**config.mk**
```make
export PLATFORM = sky130hd
export DESIGN_NAME = seq_divider_16
export DESIGN_NICKNAME = d
export VERILOG_FILES = /design/src/rtl/seq_divider_16.sv
export SDC_FILE = /design/constraint.sdc
export NUM_CORES = 1
export LEC_CHECK = 0
export BUFFER_PORTS_ARGS = -buffer_cell sky130_fd_sc_hd__buf_2
export CAP_MARGIN = 25
export CORE_UTILIZATION = 50
export DETAILED_ROUTE_END_ITERATION = 8
export PLACE_DENSITY_LB_ADDON = 0.12
export SYNTH_ARGS = -nofsm -noshare
export SYNTH_HDL_FRONTEND = slang
export SYNTH_SLANG_ARGS = --single-unit
```
**constraint.sdc**
```tcl
create_clock -name clk -period 3.7 [get_ports clk]
set_input_delay 0.185 -clock clk [delete_from_list [all_inputs] [get_ports clk]]
set_output_delay 0.185 -clock clk [all_outputs]
set_load 0.05 [all_outputs]
```
**src/rtl/seq_divider_16.sv**
```systemverilog
// rtl/seq_divider_16.sv - 16-bit sequential restoring divider, one quotient bit per cycle
//
// Purpose : unsigned (or, with SIGNED_DIV_EN defined, two's complement) 16/16 divide.
//           Magnitudes go through a restoring shift-subtract core, MSB first, over 16 RUN cycles.
//           A zero divisor skips RUN and completes on the next cycle.
// Macro   : SIGNED_DIV_EN - signed operands; quotient truncates toward zero,
//           remainder takes the dividend's sign.
// Ports   : clk          - sole clock, rising edge
//           rst_n        - synchronous active-low reset
//           start        - begin a division; accepted in IDLE or DONE only
//           dividend     - numerator, captured on the accepted start edge
//           divisor      - denominator, captured on the accepted start edge
//           busy         - high in every RUN cycle
//           done         - one-cycle pulse in DONE; results valid
//           quotient     - result quotient, held until the next completion
//           remainder    - result remainder, held until the next completion
//           div_by_zero  - last completed operation had a zero divisor

module seq_divider_16 (
    input  logic        clk,
    input  logic        rst_n,
    input  logic        start,
    input  logic [15:0] dividend,
    input  logic [15:0] divisor,
    output logic        busy,
    output logic        done,
    output logic [15:0] quotient,
    output logic [15:0] remainder,
    output logic        div_by_zero
);

    typedef enum logic [1:0] {
        IDLE = 2'd0,
        RUN  = 2'd1,
        DONE = 2'd2
    } state_t;

    state_t      state_q;
    logic [15:0] rem_q;        // partial remainder between iterations (always < divisor)
    logic [15:0] quo_q;        // dividend bits shift out of the top, quotient bits shift in
    logic [15:0] dvs_q;        // captured divisor magnitude
    logic [3:0]  cnt_q;        // iteration counter, 0..15
    logic        busy_q;
    logic        done_q;
    logic [15:0] quotient_q;
    logic [15:0] remainder_q;
    logic        dbz_q;

    logic [16:0] rem_sh;       // 17-bit shifted partial remainder for the trial subtract
    logic [16:0] diff;
    logic [15:0] rem_d;
    logic [15:0] quo_d;
    logic [15:0] mag_a;
    logic [15:0] mag_b;
    logic [15:0] q_fin;
    logic [15:0] r_fin;

`ifdef SIGNED_DIV_EN
    logic neg_q_q;             // operand signs differ: negate quotient
    logic neg_r_q;             // dividend negative: negate remainder
`endif

    // One restoring iteration: shift in the next dividend bit, try subtracting the divisor.
    // A borrow (diff[16]) means the trial failed and the shifted value is kept.
    always_comb begin
        rem_sh = {rem_q, quo_q[15]};
        diff   = rem_sh - {1'b0, dvs_q};
        rem_d  = diff[16] ? rem_sh[15:0] : diff[15:0];
        quo_d  = {quo_q[14:0], ~diff[16]};
    end

`ifdef SIGNED_DIV_EN
    // 16'h8000 maps to itself, which is still the correct unsigned magnitude.
    always_comb begin
        mag_a = dividend[15] ? (16'd0 - dividend) : dividend;
        mag_b = divisor[15]  ? (16'd0 - divisor)  : divisor;
        q_fin = neg_q_q ? (16'd0 - quo_d) : quo_d;
        r_fin = neg_r_q ? (16'd0 - rem_d) : rem_d;
    end
`else
    always_comb begin
        mag_a = dividend;
        mag_b = divisor;
        q_fin = quo_d;
        r_fin = rem_d;
    end
`endif

    always_ff @(posedge clk) begin
        if (!rst_n) begin
            state_q     <= IDLE;
            rem_q       <= 16'd0;
            quo_q       <= 16'd0;
            dvs_q       <= 16'd0;
            cnt_q       <= 4'd0;
            busy_q      <= 1'b0;
            done_q      <= 1'b0;
            quotient_q  <= 16'd0;
            remainder_q <= 16'd0;
            dbz_q       <= 1'b0;
`ifdef SIGNED_DIV_EN
            neg_q_q     <= 1'b0;
            neg_r_q     <= 1'b0;
`endif
        end else begin
            done_q <= 1'b0;
            case (state_q)
                IDLE, DONE: begin
                    if (start) begin
                        if (divisor == 16'd0) begin
                            // Zero divisor bypasses RUN entirely.
                            state_q     <= DONE;
                            busy_q      <= 1'b0;
                            done_q      <= 1'b1;
                            quotient_q  <= 16'hFFFF;
                            remainder_q <= dividend;
                            dbz_q       <= 1'b1;
                        end else begin
                            state_q <= RUN;
                            busy_q  <= 1'b1;
                            rem_q   <= 16'd0;
                            quo_q   <= mag_a;
                            dvs_q   <= mag_b;
                            cnt_q   <= 4'd0;
`ifdef SIGNED_DIV_EN
                            neg_q_q <= dividend[15] ^ divisor[15];
                            neg_r_q <= dividend[15];
`endif
                        end
                    end else begin
                        state_q <= IDLE;
                    end
                end
                RUN: begin
                    // start is deliberately not looked at here.
                    rem_q <= rem_d;
                    quo_q <= quo_d;
                    cnt_q <= cnt_q + 4'd1;
                    if (cnt_q == 4'd15) begin
                        // Last iteration result and sign fix-up land directly in the output registers.
                        state_q     <= DONE;
                        busy_q      <= 1'b0;
                        done_q      <= 1'b1;
                        quotient_q  <= q_fin;
                        remainder_q <= r_fin;
                        dbz_q       <= 1'b0;
                    end
                end
                default: begin
                    state_q <= IDLE;
                    busy_q  <= 1'b0;
                end
            endcase
        end
    end

    assign busy        = busy_q;
    assign done        = done_q;
    assign quotient    = quotient_q;
    assign remainder   = remainder_q;
    assign div_by_zero = dbz_q;

endmodule

```
After elaboration in Yosys (flattened, before gate mapping)
Index checks and enable logic that the tools add are counted.
{ "classes": {"add_sub_neg": 2, "n_eq_ne": 7, "mux": 33, "n_bitwise": 2, "n_reduce_logical": 8} }
{ "ops": {"columns": ["cell", "n"], "rows": [
  ["16-bit 2-to-1 mux", 11],
  ["16-bit one-hot mux with 2 select lines", 4],
  ["17-bit by 16-bit subtractor with 17-bit output", 1],
  ["16-bit logical NOT", 1],
  ["1-bit 2-to-1 mux", 8],
  ["4-bit 2-to-1 mux", 2],
  ["2-bit != test (second input constant)", 4],
  ["4-bit one-hot mux with 2 select lines", 1],
  ["2-bit 2-to-1 mux", 3],
  ["1-bit one-hot mux with 2 select lines", 3],
  ["3-bit AND reduction", 2],
  ["4-bit by 1-bit adder with 4-bit output (second input constant)", 1],
  ["4-bit equality test (second input constant)", 1],
  ["2-bit one-hot mux with 2 select lines", 1],
  ["4-bit AND reduction", 1],
  ["2-bit by 1-bit equality test with 1-bit output (second input constant)", 1],
  ["2-bit equality test (second input constant)", 1],
  ["2-bit logical NOT", 1],
  ["1-bit inverter", 2],
  ["2-bit AND reduction", 1],
  ["2-bit nonzero test", 1],
  ["2-bit OR reduction", 1]
]} }
{ "word_totals": {"reg_bits": 89, "inputBits": 35, "out_inout_bits": 35, "wordCells": 62} }

Longest topological paths before layout
Gate-level depths: netlist of run 1.
{ "logic_depth": {"depth_word": 4, "mapped_depth": 11, "mapped_depth_nobuf": 10} }

Worst setup path before layout of run 1
Ideal clock, no wire load.
{ "synth_path": {"path_kind": "reg-to-reg", "start": "reg quo_q[15]", "end": "reg quo_q[0]", "setup_time_ns": 0.091, "t_arrival_ns": 2.536, "required_ns": 3.609, "setup_slack_ns": 1.073, "stages_incl_launch_ff": 12, "path_buffers": 1, "period_less_slack_ns": 2.627, "path_cell_list": "dfxtp_1 > inv_1 > ha_1 > inv_1 > fa_1 > a211oi_4 > o211a_1 > nor3_2 > nor4_4 > buf_6 > nor2_1 > a311oi_1"} }
{ "synth_via": {"elab_chain_len": 3} }
{ "synth_lines": {"columns": ["item", "line", "rtl"], "rows": [
  ["start: declaration", "40", "logic [15:0] quo_q;"],
  ["start signal: assignment", "122", "quo_q <= mag_a;"],
  ["start signal: assignment", "137", "quo_q <= quo_d;"],
  ["17-bit by 16-bit subtractor with 17-bit output", "67", "diff = rem_sh - {1'b0, dvs_q};"],
  ["1-bit inverter", "69", "quo_d = {quo_q[14:0], ~diff[16]};"],
  ["16-bit one-hot mux with 2 select lines", "107", "case (state_q)"]
]} }
No other way between the ends.
A chain may end at the register's enable or synchronous reset.

Worst setup path after layout of run 1
{ "layout_path": {"start": "reg quo_q[15]", "end": "reg remainder_q[4] (netlist: remainder[4])"} }
{ "layout_via": {"elab_chain_len": 4} }
{ "layout_lines": {"columns": ["item", "line", "rtl"], "rows": [
  ["17-bit by 16-bit subtractor with 17-bit output", "67", null],
  ["16-bit 2-to-1 mux", "68", "rem_d = diff[16] ? rem_sh[15:0] : diff[15:0];"],
  ["16-bit 2-to-1 mux", "139", "if (cnt_q == 4'd15) begin"],
  ["16-bit one-hot mux with 2 select lines", "107", null],
  ["end signal: assignment", "116", "remainder_q <= dividend;"],
  ["end signal: assignment", "145", "remainder_q <= r_fin;"],
  ["end: declaration", "46", "logic [15:0] remainder_q;"]
]} }
No other way between the ends. The select of a mux whose other input is x is not followed.

==> results.md, run 1 <==
- Status: completed
- Port buffer count: 69
- Bufs and invs on worst path: 3
- RSZ-0062 raised after global routing: false
- Number of synthesized flops with an enable pin: 0
- P per Cell Area: 516 mW/mm²
- Yosys reg bits: 89
- Final setup violation count: 0
- Leak pwr: 2.28 nW
- Hpwl dp: 9880 µm
- Synth area leader: dfxtp_1
- Mapped Area: 0.00481 mm²
- NetSw: 1.13 mW
- Pins Over Slew Limit: 0
- Avg Cell Area, Syn: 8.13 µm²
- TNS Setup: 0 ns
- Setup bufs post-CTS: 0
- Critical Path, Cell by Cell: inv_1, ha_1, inv_1, fa_1, a211oi_4, o211a_1, nor3_2, nor4_4, buf_4, mux2i_1, o32ai_2
- CTS Hold Bufs: 0
- ANT nets after route: 0
- CTS tree: yes
- Final WL: 13600 µm
- Worst r2r src: quo_q[15]
- Max-cap violations: 0
- Synth cell count leaders: nand2_1, dfxtp_1, a21oi_1
- Initial antenna violation count: 0
- Share of cells above drive strength 1: 20.2%
- Internal Power: 1.67 mW
- Hold Path Class: in2reg
- Synth top area share: 37.1%
- Clock Tree Buf Depth: 2
- GRT Total Usage: 27.8%
- Tmin final: approximately 3 ns
- IO Pins: 70
- DRC errors left: 0
- Period utilization: between 80 and 90%
- Sequential-to-total area share from yosys stat: 37.1%
- Critical path's slowest cell: fa_1
- Non-Filler Instances: 781
- Clock slew at reported path FFs: 0.10 ns
- Worst IR drop on VDD: 264 µV
- Async set or reset register ratio after synthesis: 0%
- Min-delay src: divisor[9]
- Clock skew: 0.0186 ns
- # nets final: 700
- Cells after DPL: 765
- Clock Sinks: 89
- Die Footprint: 0.0100 mm²
- Htree depth: 3
- Starting Density: 51.8%
- Post-Synthesis Cells: just under 600
- Clk pwr share: 22.3%
- Synth area leaders: dfxtp_1, nand2_1, a21oi_1
- DR vias: 4671
- Synth unique cells: 65
- Syn nets: between 600 and 700
- Crit path kind: reg2reg
- Worst relative slew slack: approximately 45%
- Core Region: between 0.009 and 0.01 mm²
- Yosys warnings: 0
- Routed wire per std cell: about 17 µm
- CTS Buf Count: 9
- Crit-path max cell delay: 0.44 ns
- Initial DRT Pass Iterations: 5
- Gate power share: 38.5%
- RePlAce Congestion: 0.935
- Element type at the critical path end: register
- Arr. time, crit path: 3.21 ns
- Chip width: roughly 100 µm
- Vert. Die Dim: 100 µm
- DR iter-0 viols: 291
- Crit path launch type: register
- Top FF cell, synth: dfxtp_1
- Clock latency on the worst-skew pair: 0.36 ns
- Fmax: 337 MHz
- Area Growth Syn to Fin: 13.1%
- CP Max Fanout: 13
- Largest net degree at the start of global routing: 58
- Most common cell in the netlist: nand2_1
- First-pass GRT wire length: 21700 µm
- Remaining Overflow, GRT: 0
- Post-CTS resize count: 0
- Switching Share: roughly two fifths
- Diode count: 0
- Num rows: 35
- Final hold vios: 0
- Crit path launch: quo_q[15]
- Vias in the first global route: 4240
- Seq pwr share: around two fifths
- DR vias/cell: 5.98
- Data required, critical path: 3.95 ns
- Slew at the pin closest to its max-slew limit: 0.832 ns
- Delay-heaviest family, CP: compound AO/OA/AOI/OAI gates
- Clk root buf: clkbuf_8
- Most used cell, CP: inv_1
[area by class of cell]
class	instances	area [µm²]
clock buffer	10	128
clock inverter	6	48.8
fill	883	3840
inverter	24	90.1
multi-input combinational	440	2780
sequential	89	1780
tap	129	161
timing repair buffer	83	450
[layout by cell type, fill, tap and decap left out, types with 13 or more instances in the layout]
| cell | count |
|---|---|
| o21ai_0 | 40 |
| a311oi_1 | 16 |
| buf_2 | 69 |
| inv_1 | 23 |
| a31oi_1 | 13 |
| dfxtp_1 | 89 |
| a21oi_1 | 46 |
| ha_1 | 17 |
| o221a_2 | 16 |
| buf_4 | 14 |
| nor2_1 | 35 |
| nand3_1 | 29 |
| nand2_1 | 101 |
[flip-flops by register name (all words and copies together), names as in the netlist]
signal / cells
dvs_q: 16
quo_q: 16
quotient: 16
rem_q: 16
remainder: 16
cnt_q: 4
state_q: 2
busy: 1
div_by_zero: 1
done: 1
[worst register-to-register path, stage by stage (launching register included)]
cell      delay [ns]
dfxtp_1         0.34
inv_1           0.09
ha_1            0.17
inv_1           0.05
fa_1            0.44
a211oi_4        0.33
o211a_1         0.23
nor3_2          0.08
nor4_4          0.42
buf_4           0.30
mux2i_1         0.28
o32ai_2         0.11
[routing by layer]
metal / vias to the layer above / global-route usage (%) / share of wire [%]
li1: 2296 / - / -
met5: - / 0 / 0
met3: 15 / 4.04 / 5.1
met2: 140 / 44.9 / 47
met4: 0 / 8.47 / 1.3
met1: 2220 / 38.5 / 46
[kinds of logic (layout without fill, tap and decap cells)]
kind of cell               count (synthesis)  in the layout  share of synthesized area (%)
and+or+nand+nor                          215            215                           20.7
AOI/OAI and AO/OA                        193            193                           29.4
DFF                                       89             89                           37.1
buffers and inverters                     62            123                           5.34
adders and majority gates                 18             18                           4.84
xor gates and xnor gates                   8              8                           1.46
muxes                                      6              6                           1.25
[per-stage QoR]
step	util, %	hold WS [ns]	power [mW]	setup slack [ns]	cell area, µm²
final	58.6	0.0625	2.81	0.730	5440
after global routing	58.6	0.0550	2.97	0.470	5440
after CTS	58.6	0.0510	2.81	0.731	5440
after detailed placement	56.7	0.444	2.18	0.750	5260
after global placement	56.7	0.436	2.17	0.838	5260
after floorplan	-	0.321	1.92	1.07	4810
[worst paths after layout]
kind | slack (ns) | cells past startpoint | end
hold reg to reg | 0.46 | 2 | dvs_q[5]
setup / recovery | 0.73 | 11 | remainder[4]
hold / removal | 0.06 | 3 | dvs_q[9]
setup reg to reg | 0.73 | 11 | remainder[4]
[power by group through the flow]
stage	clock network [mW]	registers, mW	logic (mW)
global route	0.687	1.11	1.18
finish	0.627	1.10	1.08
CTS	0.640	1.10	1.07
global placement	0	1.12	1.05
floorplan	0	1.18	0.748
detailed placement	0	1.12	1.06
No activity file was read; power rests on OpenSTA's default activity.
==> inputs of run 2 (changes only) <==
==> constraint.sdc (replaced) <==
create_clock -name clk -period 2.4 [get_ports clk]
set_input_delay 0.12 -clock clk [delete_from_list [all_inputs] [get_ports clk]]
set_output_delay 0.12 -clock clk [all_outputs]
set_load 0.05 [all_outputs]
==> run 2 against run 1 <==
Compared with the run above: the run now ends with setup timing left; non-clock buffer count rose by 69; fmax rose by 16%; cell count rose by 8.8%; worst setup slack got worse by 0.89 ns; clock power rose by 79%; first-iteration DRC count rose by 5.5%; utilization rose by 9.8 points; count of clock-buffer cells in the layout fell by 1; die area did not move.
==> results.md, run 2 (synthesis gave the netlist of run 1 again) <==
- RePlAce Congestion: 0.956
- Commonest non-fill, non-tap cell in the layout: nand2_1
- Vias in the first global route: 4895
- Clock latency on the worst-skew pair: 0.37 ns
- Chip width: 100 µm
- Starting Density: 51.8%
- GRT Total Usage: 32.3%
- DRC errors left: 0
- Element type at the critical path end: register
- Port buffer count: 69
- Final WL: 16000 µm
- Area Growth Syn to Fin: 32.1%
- Status: finished, violations left
- Num rows: 35
- Remaining Overflow, GRT: 0
- Routed wire per std cell: 18.8 µm
- Setup slack after layout: -0.162 ns
- Hold Path Class: in2reg
- IO Pins: 70
- Initial antenna violation count: 0
- Worst IR drop on VDD: 439 µV
- Vert. Die Dim: 100 µm
- Hold Slack: 0.0177 ns
- Final setup violation count: 34
- CP Max Fanout: 8
- Crit path launch type: register
- Clk root buf: clkbuf_8
- Max-cap violations: 0
- Worst relative slew slack: 52.9%
- Most frequent cells in the layout: nand2_1, dfxtp_1, buf_2
- Clock skew: 0.0124 ns
- Critical path's slowest cell: nor4_4
- Leak pwr: ~2.7 nW
- Failing checks: setup timing
- Clock Tree Buf Depth: 2
- Data required, critical path: between 2 and 3 ns
- Share of cells above drive strength 1: 31.5%
- Slew at the pin closest to its max-slew limit: between 0.7 and 0.8 ns
- Crit path kind: reg2reg
- CTS tree: yes
- DR vias: 5074
- Initial DRT Pass Iterations: 5
- RSZ-0062 raised after global routing: true
- # nets final: 769
- Fmax: 390 MHz
- Delay-heaviest family, CP: compound AO/OA/AOI/OAI gates
- DR vias/cell: 5.97
- Critical Path, Cell by Cell: ha_4, a211o_1, buf_4, nand4_2, o31ai_4, nor4_4, buf_12, buf_4, nor2_2, a311oi_1
- Hpwl dp: 11100 µm
- Clock Sinks: 89
- Pins Over Slew Limit: 0
- ANT nets after route: 0
- Tmin final: ~2.6 ns
- Arr. time, crit path: 2.84 ns
- Diode count: 0
- Placed cell areas: 0.00565 mm²
- Period utilization: 107%
- Most used cell, CP: buf_4
- Core Region: 0.00928 mm²
- Htree depth: 3
- DR iter-0 viols: 307
- Final Util: between 60% and 70%
- First-pass GRT wire length: 25000 µm
- Die Footprint: 0.0100 mm²
- P per Cell Area: 837 mW/mm²
- Clock slew at reported path FFs: 0.11 ns
- Largest net degree at the start of global routing: between 40 and 50
- Fin area: 0.00635 mm²
- CTS Buf Count: 9
- Bufs and invs on worst path: 3
- Final hold vios: 0
- Crit-path max cell delay: 0.46 ns
-- run 2: changes by cell type in the layout (fill, tap and decap cells not counted), sizes merged --
| cell | before | now |
|---|---|---|
| buf | 83 | 137 |
| clkinvlp | 2 | 1 |
| dlygate4sd3 | 0 | 14 |
| bufinv | 0 | 1 |
| clkinv | 1 | 2 |
-- run 2: report_power, final --
| group | switching [mW] | internal (mW) |
|---|---|---|
| registers | 0.111 | 1.59 |
| logic | 1.39 | 1.10 |
| clock network | 0.617 | 0.504 |
| total | 2.11 | 3.20 |
-- run 2: worst min-delay path, delay by kind of cell --
family	cells	cell delay (ns)
simple gates	1	0.05
compound gates	1	0.07
buf+inv	1	0.11
-- run 2: cell type report --
| type | count | area, µm² |
|---|---|---|
| multi-input combinational | 440 | 3020 |
| fill | 822 | 2930 |
| sequential | 89 | 1790 |
| timing repair buffer | 152 | 1080 |
| tap | 129 | 161 |
| clock buffer | 9 | 124 |
| inverter | 24 | 90.1 |
| clock inverter | 7 | 87.6 |
-- run 2: repair_timing --
action / 4_1_cts / 5_1_grt
gates cloned: 1 / 1
gates resized for setup: 8 / 47
endpoints found under the hold margin: 14 / 0
endpoints found under the setup margin: 31 / 35
pin swaps: 12 / 12
hold buffers: 14 / 0
setup buffers: 5 / 7
-- run 2: final timing paths --
kind              cells after the start       end  slack, ns   startpoint
setup / recovery                     10  quo_q[0]      -0.16     rem_q[8]
hold / removal                        3  quo_q[7]       0.02  dividend[7]
setup reg to reg                     10  quo_q[0]      -0.16     rem_q[8]
hold reg to reg                       2  dvs_q[6]       0.46     dvs_q[6]
-- run 2: per-stage QoR --
stage | instances | worst slack, ns | setup TNS (ns) | power, mW
final | 850 | -0.162 | -2.82 | 5.32
after global routing | 850 | -0.291 | -6.90 | 5.57
after floorplan | 591 | -0.0690 | -0.842 | 2.98
after global placement | 807 | -0.0693 | -0.211 | 3.62
after CTS | 844 | -0.0798 | -1.10 | 4.90
after detailed placement | 808 | -0.143 | -1.60 | 3.66
-- run 2: per-layer routing --
metal / track usage (%) / share of wire (%) / vias up
li1: - / - / 2432
met1: 43.1 / 45 / 2472
met2: 54.2 / 48 / 151
met3: 4.46 / 4.6 / 19
met4: 9.92 / 1.7 / 0
met5: 0 / 0 / -
==> inputs of run 3 (changes only) <==
--- a/config.mk
+++ b/config.mk
@@ -7,7 +7,7 @@
 export LEC_CHECK = 0
 export BUFFER_PORTS_ARGS = -buffer_cell sky130_fd_sc_hd__buf_2
 export CAP_MARGIN = 25
-export CORE_UTILIZATION = 50
+export CORE_UTILIZATION = 45
 export DETAILED_ROUTE_END_ITERATION = 8
 export PLACE_DENSITY_LB_ADDON = 0.12
 export SYNTH_ARGS = -nofsm -noshare
==> run 3 against run 2 <==
Compared with the run above: the flow still finishes with violations (setup timing); flip-flop and latch count is the same; first-iteration DRC count is 23% higher; sequential power about the same; global-route usage decreased by 4.8 points; cell count is 2.1% lower; critical path type unchanged.
==> results.md, run 3 (synthesis gave the netlist of run 1 again) <==
- Largest net degree at the start of global routing: 57
- Hpwl dp: 11000 µm
- NetSw: 1.94 mW
- Crit path launch type: register
- Pins Over Slew Limit: 0
- Starting Density: 46.6%
- Worst relative slew slack: 50.4%
- Status: finished, violations left
- Chip width: about 110 µm
- ANT nets after route: 0
- Hold Path Class: in2reg
- Share of cells above drive strength 1: roughly 28%
- Crit path kind: reg2reg
- Arr. time, crit path: 2.80 ns
- First-pass GRT wire length: 24100 µm
- P per Cell Area: between 800 and 900 mW/mm²
- Htree depth: 3
- Initial antenna violation count: 0
- Period utilization: 106%
- Dpl ws: -0.164 ns
- Max-cap violations: 0
- Seq pwr share: between 30% and 40%
- Fmax: 391 MHz
- # nets final: 745
- Area Growth Syn to Fin: 25.5%
- Internal Power: 3.10 mW
- Data required, critical path: around 2.6 ns
- RePlAce Congestion: 0.920
- Critical path's slowest cell: a211oi_4
- RSZ-0062 raised after global routing: true
- Clk pwr share: between 20% and 30%
- Leak pwr: 2.53 nW
- Hold Slack: 0.0134 ns
- Port buffer count: slightly below 70
- GRT Total Usage: a little over a quarter
- Crit-path max cell delay: 0.37 ns
- Bufs and invs on worst path: 5
- CP Max Fanout: 5
- DR vias/cell: 5.97
- Commonest non-fill, non-tap cell in the layout: nand2_1
- Failing checks: setup timing
- Worst IR drop on VDD: ~450 µV
- Remaining Overflow, GRT: 0
- Diode count: 0
- Delay-heaviest family, CP: compound AO/OA/AOI/OAI gates
- Vert. Die Dim: between 100 and 150 µm
- CTS tree: yes
- Final WL: 15100 µm
- Clock skew: approximately 0.016 ns
- Tmin final: 2.55 ns
- Die Footprint: ~0.011 mm²
- Routed wire per std cell: 18.1 µm
- Switching Share: 38.5%
- CTS Buf Count: 9
- DR iter-0 viols: 377
- Gate power share: 45.0%
- IO Pins: 70
- Clock slew at reported path FFs: 0.09 ns
- Initial DRT Pass Iterations: 6
- Element type at the critical path end: register
- Num rows: 37
- Final hold vios: 0
- Clock Sinks: 89
- Setup slack after layout: -0.155 ns
- Clock latency on the worst-skew pair: 0.36 ns
- Final setup violation count: 32
- Clock Tree Buf Depth: 2
- Core Region: 0.0103 mm²
- Clk root buf: clkbuf_8
- Slew at the pin closest to its max-slew limit: 0.741 ns
- DRC errors left: 0
- Most frequent cells in the layout: nand2_1, dfxtp_1, buf_2
- Critical Path, Cell by Cell: inv_2, ha_4, inv_2, fa_2, a211oi_4, o211ai_4, a211oi_4, nor4_4, buf_6, buf_12, buf_6, a31oi_4, o21ai_1
- Vias in the first global route: approximately 4700
- DR vias: 4968
## run 3: worst min-delay path, delay by kind of cell
family,cells,cell delay [ns]
AO/OA/AOI/OAI,1,0.05
buffers and inverters,1,0.10
AND/OR/NAND/NOR,1,0.05
## run 3: area by class of cell
type / instances / area [µm²]
multi-input combinational: 440 / 2920
sequential: 89 / 1780
timing repair buffer: 128 / 866
clock buffer: 10 / 138
inverter: 24 / 90.1
fill: 923 / 4290
tap: 136 / 170
clock inverter: 5 / 65.1
## run 3: power groups by stage
stage	sequential, mW	clock [mW]	combinational (mW)
after global routing	1.71	1.16	2.43
after CTS	1.69	1.09	1.95
after detailed placement	1.73	0	1.84
final	1.70	1.08	2.27
after global placement	1.73	0	1.81
after floorplan	1.81	0	1.16
## run 3: final timing paths
kind,cells past startpoint,end,slack (ns),start
max reg2reg,13,rem_q[11],-0.15,quo_q[15]
max,13,rem_q[11],-0.15,quo_q[15]
min reg2reg,2,dvs_q[11],0.46,dvs_q[11]
min,3,dvs_q[1],0.01,divisor[1]
## run 3: repair_timing
item / 4_1_cts / 5_1_grt
cloned: 0 / 2
pin swaps: 10 / 9
endpoints found under the setup margin: 31 / 35
resized for setup: 10 / 18
hold endpoints to repair: 1 / 0
buffers inserted: 4 / 3
hold buffers: 1 / 0
## run 3: per-layer routing
metal | global-route usage, % | vias to the layer above | wire, µm
li1 | - | 2384 | -
met1 | 36.9 | 2415 | 6820
met2 | 45.2 | 151 | 7210
met3 | 4.27 | 18 | 778
met4 | 8.25 | 0 | 289
met5 | 0 | - | 0
## run 3: stage by stage
step                cells  total power [mW]  setup TNS, ns  utilization, %  cell area [µm²]
finish                832              5.05          -2.56            58.5             6030
global route          832              5.29          -6.57            58.5             6030
CTS                   827              4.73         -0.967            56.9             5870
detailed placement    807              3.56          -1.82            54.1             5580
global placement      806              3.54         -0.163            54.0             5580
floorplan             591              2.98         -0.842               -             4830
